File: src/rtl/mem_burst_reader_pkg.sv
// Shared types and sizing for the burst reader and its output FIFO.
// The FIFO depth of two matches the read credit limit enforced by the reader.
package mem_pkg;

    typedef enum logic [1:0] {
        IDLE  = 2'd0,
        RUN   = 2'd1,
        DRAIN = 2'd2
    } state_t;

    localparam int FIFO_DEPTH = 2;
    localparam int FIFO_CNT_W = $clog2(FIFO_DEPTH + 1);

endpackage

File: src/rtl/mem_burst_reader_fifo.sv
// Two-entry FIFO carrying {last, data} beats from RAM capture to the output stream.
// A push and a pop in the same cycle leave the occupancy unchanged.
module stream_skid_fifo
    import mem_pkg::*;
#(
    parameter int width = 6
) (
    input  logic                  clk,
    input  logic                  rst_n,
    input  logic                  i_push,
    input  logic                  i_pop,
    input  logic [width-1:0]      i_data,
    output logic [width-1:0]      o_head,
    output logic [FIFO_CNT_W-1:0] o_count
);

    logic [width-1:0]      r_mem [FIFO_DEPTH];
    logic                  r_rd_ptr;
    logic                  r_wr_ptr;
    logic [FIFO_CNT_W-1:0] r_count;

    logic w_do_pop;
    logic w_do_push;

    assign w_do_pop  = i_pop && (r_count != '0);
    // A full FIFO still accepts a push when the head leaves in the same cycle.
    assign w_do_push = i_push && ((r_count != FIFO_CNT_W'(FIFO_DEPTH)) || w_do_pop);

    always_ff @(posedge clk or negedge rst_n) begin
        if (!rst_n) begin
            for (int i = 0; i < FIFO_DEPTH; i++) begin
                r_mem[i] <= '0;
            end
            r_rd_ptr <= 1'b0;
            r_wr_ptr <= 1'b0;
            r_count  <= '0;
        end else begin
            if (w_do_push) begin
                r_mem[r_wr_ptr] <= i_data;
                r_wr_ptr        <= r_wr_ptr + 1'b1;
            end
            if (w_do_pop) begin
                r_rd_ptr <= r_rd_ptr + 1'b1;
            end
            case ({w_do_push, w_do_pop})
                2'b10:   r_count <= r_count + 1'b1;
                2'b01:   r_count <= r_count - 1'b1;
                default: r_count <= r_count;
            endcase
        end
    end

    assign o_head  = r_mem[r_rd_ptr];
    assign o_count = r_count;

endmodule

File: src/rtl/mem_burst_reader.sv
// Burst read initiator for the single-port synchronous RAM: one read per element,
// data returned as a valid/ready stream with a last marker and backpressure credit.
//
// state | meaning
// IDLE  | waiting for a command, cmd_ready high
// RUN   | issuing reads while elements remain and credit allows
// DRAIN | all reads issued, waiting for the final beat to leave the FIFO
module mem_burst_reader
    import mem_pkg::*;
#(
    parameter int data_depth = 5,
    parameter int data_width = 5,
    parameter int len_width  = data_depth + 1
) (
    input  logic                         clk,
    input  logic                         rst_n,
    input  logic                         cmd_valid,
    output logic                         cmd_ready,
    input  logic [data_depth-1:0]        cmd_base,
    input  logic [len_width-1:0]         cmd_len,
    input  logic [data_depth-1:0]        cmd_stride,
    output logic                         mem_read,
    output logic                         mem_write,
    output logic [data_depth-1:0]        mem_addr,
    input  logic signed [data_width-1:0] mem_dataRead,
    output logic                         out_valid,
    input  logic                         out_ready,
    output logic signed [data_width-1:0] out_data,
    output logic                         out_last,
    output logic                         busy,
    output logic                         done
);

    state_t r_state;
    state_t w_next;

    logic [data_depth-1:0] r_addr;
    logic [data_depth-1:0] r_stride;
    logic [len_width-1:0]  r_remaining;
    logic                  r_inflight;
    logic                  r_inflight_last;
    logic                  r_done;

    logic                  w_accept;
    logic                  w_pop;
    logic                  w_issue;
    logic                  w_final_issue;
    logic [2:0]            w_occupancy;
    logic [FIFO_CNT_W-1:0] w_count;
    logic [data_width:0]   w_head;

    assign w_accept      = cmd_valid && (r_state == IDLE);
    assign w_pop         = out_valid && out_ready;
    // Credit counts FIFO entries plus the read in flight, net of the beat leaving now.
    assign w_occupancy   = 3'(w_count) + 3'(r_inflight) - 3'(w_pop);
    assign w_issue       = (r_state == RUN) && (r_remaining != '0) && (w_occupancy < 3'd2);
    assign w_final_issue = w_issue && (r_remaining == len_width'(1));

    always_ff @(posedge clk or negedge rst_n) begin
        if (!rst_n) begin
            r_state <= IDLE;
        end else begin
            r_state <= w_next;
        end
    end

    always_comb begin
        w_next = r_state;
        case (r_state)
            IDLE: begin
                if (w_accept) begin
                    w_next = (cmd_len == '0) ? DRAIN : RUN;
                end
            end
            RUN: begin
                if (w_final_issue) begin
                    w_next = DRAIN;
                end
            end
            DRAIN: begin
                if (!r_inflight && (w_count == '0)) begin
                    w_next = IDLE;
                end
            end
            default: w_next = IDLE;
        endcase
    end

    always_comb begin
        cmd_ready = (r_state == IDLE);
        busy      = (r_state == RUN) || (r_state == DRAIN);
        done      = r_done;
    end

    always_ff @(posedge clk or negedge rst_n) begin
        if (!rst_n) begin
            r_addr          <= '0;
            r_stride        <= '0;
            r_remaining     <= '0;
            r_inflight      <= 1'b0;
            r_inflight_last <= 1'b0;
            r_done          <= 1'b0;
        end else begin
            r_inflight      <= w_issue;
            r_inflight_last <= w_final_issue;
            r_done          <= (r_state == DRAIN) && (w_next == IDLE);
            if (w_accept) begin
                r_addr      <= cmd_base;
                r_remaining <= cmd_len;
                r_stride    <= cmd_stride;
            end else if (w_issue) begin
                r_addr      <= r_addr + r_stride;
                r_remaining <= r_remaining - len_width'(1);
            end
        end
    end

    assign mem_read  = w_issue;
    assign mem_write = 1'b0;
    assign mem_addr  = r_addr;

    stream_skid_fifo #(
        .width (data_width + 1)
    ) u_fifo (
        .clk     (clk),
        .rst_n   (rst_n),
        .i_push  (r_inflight),
        .i_pop   (w_pop),
        .i_data  ({r_inflight_last, mem_dataRead}),
        .o_head  (w_head),
        .o_count (w_count)
    );

    assign out_valid = (w_count != '0);
    assign out_data  = w_head[data_width-1:0];
    assign out_last  = w_head[data_width];

endmodule

File: config.mk
export PLATFORM = sky130hd
export DESIGN_NAME = mem_burst_reader
export DESIGN_NICKNAME = d
export VERILOG_FILES = /design/src/rtl/mem_burst_reader_pkg.sv /design/src/rtl/mem_burst_reader_fifo.sv /design/src/rtl/mem_burst_reader.sv
export SDC_FILE = /design/constraint.sdc
export NUM_CORES = 1
export LEC_CHECK = 0
export CAP_MARGIN = 20
export CELL_PAD_IN_SITES_DETAIL_PLACEMENT = 1
export CELL_PAD_IN_SITES_GLOBAL_PLACEMENT = 2
export CORE_ASPECT_RATIO = 2
export CORE_UTILIZATION = 29
export DETAILED_ROUTE_END_ITERATION = 7
export PLACE_DENSITY_LB_ADDON = 0.3
export SYNTH_ARGS = -nofsm -noshare
export SYNTH_HDL_FRONTEND = slang
export SYNTH_HIERARCHICAL = 1
export SYNTH_SLANG_ARGS = --single-unit
File: constraint.sdc
create_clock -name clk -period 2.8 [get_ports clk]
set_input_delay 0.42 -clock clk [delete_from_list [all_inputs] [get_ports clk]]
set_output_delay 0.42 -clock clk [all_outputs]
set_load 0.01 [all_outputs]
======== Yosys cells after proc, flatten, opt, wreduce, memory -nomap -nowiden ========
Index checks and enable logic that the tools add are counted.
storage, ports and cells
  bits in registers ....................... 37
  bits in latches ......................... 0
  bits in writable memories ............... 0
  ROM bits ................................ 0
  output and inout port bits .............. 17
  memories kept ........................... 0
operators by class
  add/subtract/negate cells ............... 8
  multipliers ............................. 0
  divide/modulo/power cells ............... 0
  order comparisons ....................... 4
  eq/ne operators ......................... 6
  shift-type cells ........................ 0
  muxes and demuxes ....................... 16
  bitwise logic cells ..................... 2
  reduce and logical (&&, ||, !) cells .... 21
operators by type and width
  cell                                                         number
  two-way mux 6 bit                                            6
  bitwise mux 12 bit                                           1
  logical AND 1 bit                                            10
  two-way mux 5 bit                                            2
  two-way mux 2 bit                                            4
  demux 6 bit (select 1 bit)                                   1
  == test 6 x 1 -> 1 bit (second input constant)               1
  zero test 2 bit                                              3
  zero test 6 bit                                              1
  one-hot mux 2 bit (3 select lines)                           1
  nonzero test 2 bit                                           3
  nonzero test 6 bit                                           1
  subtractor 6 x 1 -> 6 bit (second input constant)            1
  adder 5 bit                                                  1
  == test 2 x 1 -> 1 bit (second input constant)               2
  == test 2 bit (second input constant)                        2
  greater-or-equal comparator 2 bit (second input constant)    2
  NOT 1 -> 2 bit                                               2
  one-hot mux 2 bit (2 select lines)                           1
  adder 2 x 1 -> 3 bit                                         1
  less-than comparator 3 x 2 -> 1 bit (second input constant)  1
  subtractor 3 x 1 -> 3 bit                                    1
  adder 1 bit (second input constant)                          2
  adder 2 x 1 -> 2 bit (second input constant)                 1
  5 further kinds                                              6

======== Depth between registers and ports, before layout ========
  word-level depth ........................ 10
  gate-level depth with buffers ........... 11

======== Hierarchy ========
Netlist, hierarchy kept.
modules (own cells, without submodules)
  module            times used  cells each  area each (um^2)  sequential area each (um^2)
  mem_burst_reader  1           137         1300.0            525.5
  stream_skid_fifo  1           48          733.2             400.4

======== Worst setup path after synthesis ========
Ideal clock, no wire load.
  path type ............................... register to register
  start point ............................. register u_fifo.r_count[0], in the netlist u_fifo/o_count[0]
  end point ............................... register r_remaining[5]
  arrival ................................. 2840 ps
  required time ........................... 2663 ps
  slack ................................... -176 ps
  stages on the path, launching flop included .. 12
  path buffers ............................ 1
  clock period less this slack ............ 2976 ps
  path through ............................ dfrtp_1 > or2_2 > and2_1 > ha_1 > nand2b_1 > fa_1 > xor2_1 > a211o_2 > buf_6 > nor4_2 > xnor2_1 > a21oi_1
between the ends
  cells in the longest elaborated chain, start to end .. 6
  elaborated cells on any way between the ends .. 7
RTL lines
  item                                 RTL line                     source
  start, declared                      mem_burst_reader_fifo.sv:20  logic [FIFO_CNT_W-1:0] r_count;
  start signal, assigned               mem_burst_reader_fifo.sv:46  2'b10: r_count <= r_count + 1'b1;
  start signal, assigned               mem_burst_reader_fifo.sv:47  2'b01: r_count <= r_count - 1'b1;
  start signal, assigned               mem_burst_reader_fifo.sv:48  default: r_count <= r_count;
  nonzero test 2 bit                   mem_burst_reader.sv:134      assign out_valid = (w_count != '0);
  named net out_valid                  mem_burst_reader.sv:26       output logic out_valid,
  logical AND 1 bit                    mem_burst_reader.sv:53       assign w_pop = out_valid && out_ready;
  named net w_pop                      mem_burst_reader.sv:45       logic w_pop;
  subtractor 3 x 1 -> 3 bit            mem_burst_reader.sv:55       assign w_occupancy = 3'(w_count) + 3'(r_inflight) - 3'(w_pop);
  less-than comparator 3 x 2 -> 1 bit  mem_burst_reader.sv:56       assign w_issue = (r_state == RUN) && (r_remaining != '0) && (w_occupancy < 3'd2);
  logical AND 1 bit                    mem_burst_reader.sv:56
  nonzero test 2 bit (no source line)  -
  end signal, assigned                 mem_burst_reader.sv:109      r_remaining <= cmd_len;
  end signal, assigned                 mem_burst_reader.sv:113      r_remaining <= r_remaining - len_width'(1);
  end, declared                        mem_burst_reader.sv:39       logic [len_width-1:0] r_remaining;
The timed path passes the listed nets, and every way through them passes these cells.
A chain may end at the register's enable or synchronous reset.

======== Worst setup path after layout ========
  start point ............................. register u_fifo.r_count[0], in the netlist u_fifo/o_count[0]
  end point ............................... output mem_read
between the ends
  cells in the longest elaborated chain, start to end .. 5
  elaborated cells on any way between the ends .. 6
RTL lines
  item                                 RTL line                 source
  nonzero test 2 bit                   mem_burst_reader.sv:134
  logical AND 1 bit                    mem_burst_reader.sv:53
  named net w_pop                      mem_burst_reader.sv:45
  subtractor 3 x 1 -> 3 bit            mem_burst_reader.sv:55
  less-than comparator 3 x 2 -> 1 bit  mem_burst_reader.sv:56
  logical AND 1 bit                    mem_burst_reader.sv:56
  end, declared                        mem_burst_reader.sv:22   output logic mem_read,
The timed path passes the listed nets, and every way through them passes these cells.

==> results by group <==
Worst setup path
  • Worst setup EP type: output pin
  • CP Class: reg2out
  • Worst EP required: 2380 ps
  • Worst setup SP type: flop
  • Crit-path max FO: 2
  • Critical Path AT: 2480 ps

Placement
  • Port bufs: 40
  • Detail Placement HPWL: 3733 um
  • DP Worst Slack: -504.0 ps
  • Cells after DPL: 316
  • RD Place Congestion: 0.7091

GRT
  • GRT overflow: 0
  • Initial antenna violation count: 0
  • First-pass GRT wire length: 7969 um
  • GRT Util Overall: 15.00%
  • Largest net degree at the start of global routing: 38
  • Number of global-route vias before repair: 1697

Synthesis
  • Synth warn: 6
  • Unique masters post-synth: 37
  • #FFs+latches synth: 37
  • Gate Count Post-Synth: 185
  • Syn Nets: 224
  • Post-synthesis sequential area ratio: 45.54%
  • Syn_area_per_cell: 10.99 um^2
  • Synth Cell Area: 2033 um^2

Die
  • Die W: 61.21 um
  • CORE AREA: 6674 um^2
  • Cell row count: 42
  • IO Pins: 42
  • Die height: 120.4 um
  • Die Area: 7370 um^2
  • Initial Util: 30.46%

STA
  • Slew margin rel.: 43.54%
  • Final min period: 2903 ps
  • Fmax: 344.4 MHz
  • Unrepaired setup endpoints after global routing: yes
  • Period utilisation layout: 103.7%
  • Least-Margin Pin Slew: 846.8 ps
  • Setup Viol. Count Final: 4
  • Hold Violations, Final: 0
  • Final clock skew: 4.979 ps
  • Worst hold slack: 244.1 ps
  • Setup WS post-layout: -103.4 ps
  • Fin. max-slew vios: 0

Power
  • Leakage: 0.001193 uW
  • Max rail drop VDD: 0.5641 mV
  • Pwr/cell area: 1205 nW/um^2
  • Design Power: 3427 uW

Final layout
  • Layout cell share with drive strength beyond 1: 27.08%
  • Seq. cell area: 928.4 um^2
  • Fillers: 759
  • Non-filler instance count after layout: 328
  • Area occupied by multi-input gates: 1114 um^2
  • Layout area overhead: 39.88%
  • Nets: 278
  • Diode count: 0

Route
  • WL final: 4999 um
  • Via count: 1525
  • DR pass1 iterations: 3
  • Avg Vias per Cell: 4.649
  • Routed wire per std cell: 15.24 um
  • DRT iter0 DRCs: 20
  • Residual DRC: 0
  • DRT antenna net count: 0

CTS
  • Inserted Clock Buffers: 5
  • Worst-Skew Late Latency: 280 ps
  • CTS tree: yes
  • Clk sinks: 37
  • Clock H-tree levels: 2
  • Worst-path clk slew: 60 ps
  • Root buffer cell: clkbuf_16
  • Clock Path Buffers: 2

Flow run
  • Max Cap Viol: 0

Status
  • Outcome: complete, but fails checks
  • Failing checks: setup timing

Min path
  • Worst min-delay path category: in2async
==> area by class of cell <==
cell class	count	area share [%]
multi-input combinational	133	39.16
sequential	37	32.64
timing repair buffer	53	17.51
clock buffer	7	5.367
tap	88	3.872
inverter	9	1.276
clock inverter	1	0.1760
==> path summary, 6_finish.rpt <==
path / from / end / slack [ps] / cells past startpoint
max: u_fifo/o_count[0] / mem_read / -100 / 9
max in group asynchronous: rst_n / u_fifo/o_count[1] / 1970 / 1
min in group clk: u_fifo/r_mem[9] / u_fifo/r_mem[9] / 500 / 1
min reg2reg: u_fifo/r_mem[9] / u_fifo/r_mem[9] / 500 / 1
min: rst_n / done / 240 / 1
max reg2reg: u_fifo/o_count[0] / done / -90 / 13
==> placed cells by master, fill, tap and decap left out, drive strengths merged, types with 4 or more instances in the layout <==
| master | netlist | layout |
|---|---|---|
| a21oi | 13 | 13 |
| a31oi | 4 | 4 |
| buf | 2 | 15 |
| clkbuf | 4 | 7 |
| clkdlybuf4s50 | 0 | 38 |
| dfrtp | 37 | 37 |
| ha | 12 | 12 |
| inv | 9 | 9 |
| mux2 | 22 | 22 |
| nand2 | 12 | 12 |
| nand2b | 5 | 5 |
| nor2 | 18 | 18 |
| nor4 | 4 | 4 |
| o21ai | 6 | 6 |
| xnor2 | 8 | 8 |
| xor2 | 4 | 4 |
==> critical path, stage by stage (launching register included) <==
cell      delay, ps
dfrtp_2         400
or2_4           250
and2_4          150
ha_4            200
nand2b_4        140
fa_2            560
nand2_2          70
a211o_4         280
inv_4            60
buf_6            90
==> synthesized netlist by cell type <==
cell type,n,area [um^2]
o21a_1,2,15.01
o22ai_1,1,6.260
mux2_2,22,247.7
or2_2,1,6.260
xor2_1,4,35.03
nor2_4,1,11.26
a31oi_1,4,25.02
nand3_1,2,10.01
inv_1,9,33.78
o21ai_0,6,30.03
ha_1,12,150.1
clkbuf_1,4,15.01
nor3_1,1,5.000
nand2_1,12,45.04
nand2b_1,5,31.28
nor2_1,17,63.81
o211ai_1,1,7.510
mux2i_1,1,10.01
xnor2_1,8,70.07
a21o_1,1,7.510
nor4_1,2,12.51
conb_1,1,3.750
dfrtp_1,37,925.9
a211o_2,1,10.01
fa_1,2,40.04
buf_4,1,7.510
nor2b_1,2,12.51
a22o_1,1,8.760
and3_1,1,6.260
buf_6,1,11.26
a21oi_1,13,65.06
and2_1,2,12.51
nor3b_4,2,37.54
or3_1,1,6.260
or3_2,1,7.510
nor4b_2,1,15.01
nor4_2,2,25.02
==> through the flow <==
stage               util, %  setup TNS (ps)  instance area, um^2
finish                42.61          -340.5                 2844
global route          42.61          -957.4                 2844
CTS                   41.90          -133.4                 2796
detailed placement    38.92           -1923                 2597
global placement      38.92           -1300                 2597
floorplan                 -          -4.057                 2058
==> metal layers <==
layer | vias to the layer above | GRT usage [%] | part of all wire (%)
met3 | 6 | 3.209 | 3.8
met1 | 749 | 12.98 | 32
met2 | 34 | 30.43 | 63
met5 | - | 0 | 0
met4 | 0 | 5.114 | 1.6
li1 | 736 | - | -
==> cell families after synthesis <==
kind of cell             share of synthesized area, %
multiplexers                                    12.68
buffers and inverters                           3.323
XOR/XNOR                                        5.169
AND/OR/NAND/NOR                                 15.14
flip-flops                                      45.54
AO/OA/AOI/OAI                                   8.615
adder cells (fa/ha/maj)                         9.354
other                                          0.1844
==> power by group <==
part           switching [uW]  total, uW  leakage (uW)  internal, uW
registers                 224       1010      0.000441           782
clock network             206        583     0.0000799           376
logic                     840       1840      0.000671          1000
total                    1270       3430       0.00119          2160
==> what timing repair did <==
item                                    4_1_cts  5_1_grt
hold buffers                                  0        0
pin swaps                                     5        6
endpoints found under the setup margin        5        8
setup buffers                                 2        2
gates resized for setup                      11        7
==> state kept, by name, summed over array words and instances (netlist names) <==
register / cells
u_fifo/r_mem: 12
r_state: 2
done: 1
r_inflight_last: 1
r_inflight: 1
u_fifo/o_count: 2
mem_addr: 5
r_stride: 5
r_remaining: 6
u_fifo/r_rd_ptr: 1
u_fifo/r_wr_ptr: 1
No activity file was read; power rests on OpenSTA's default activity.
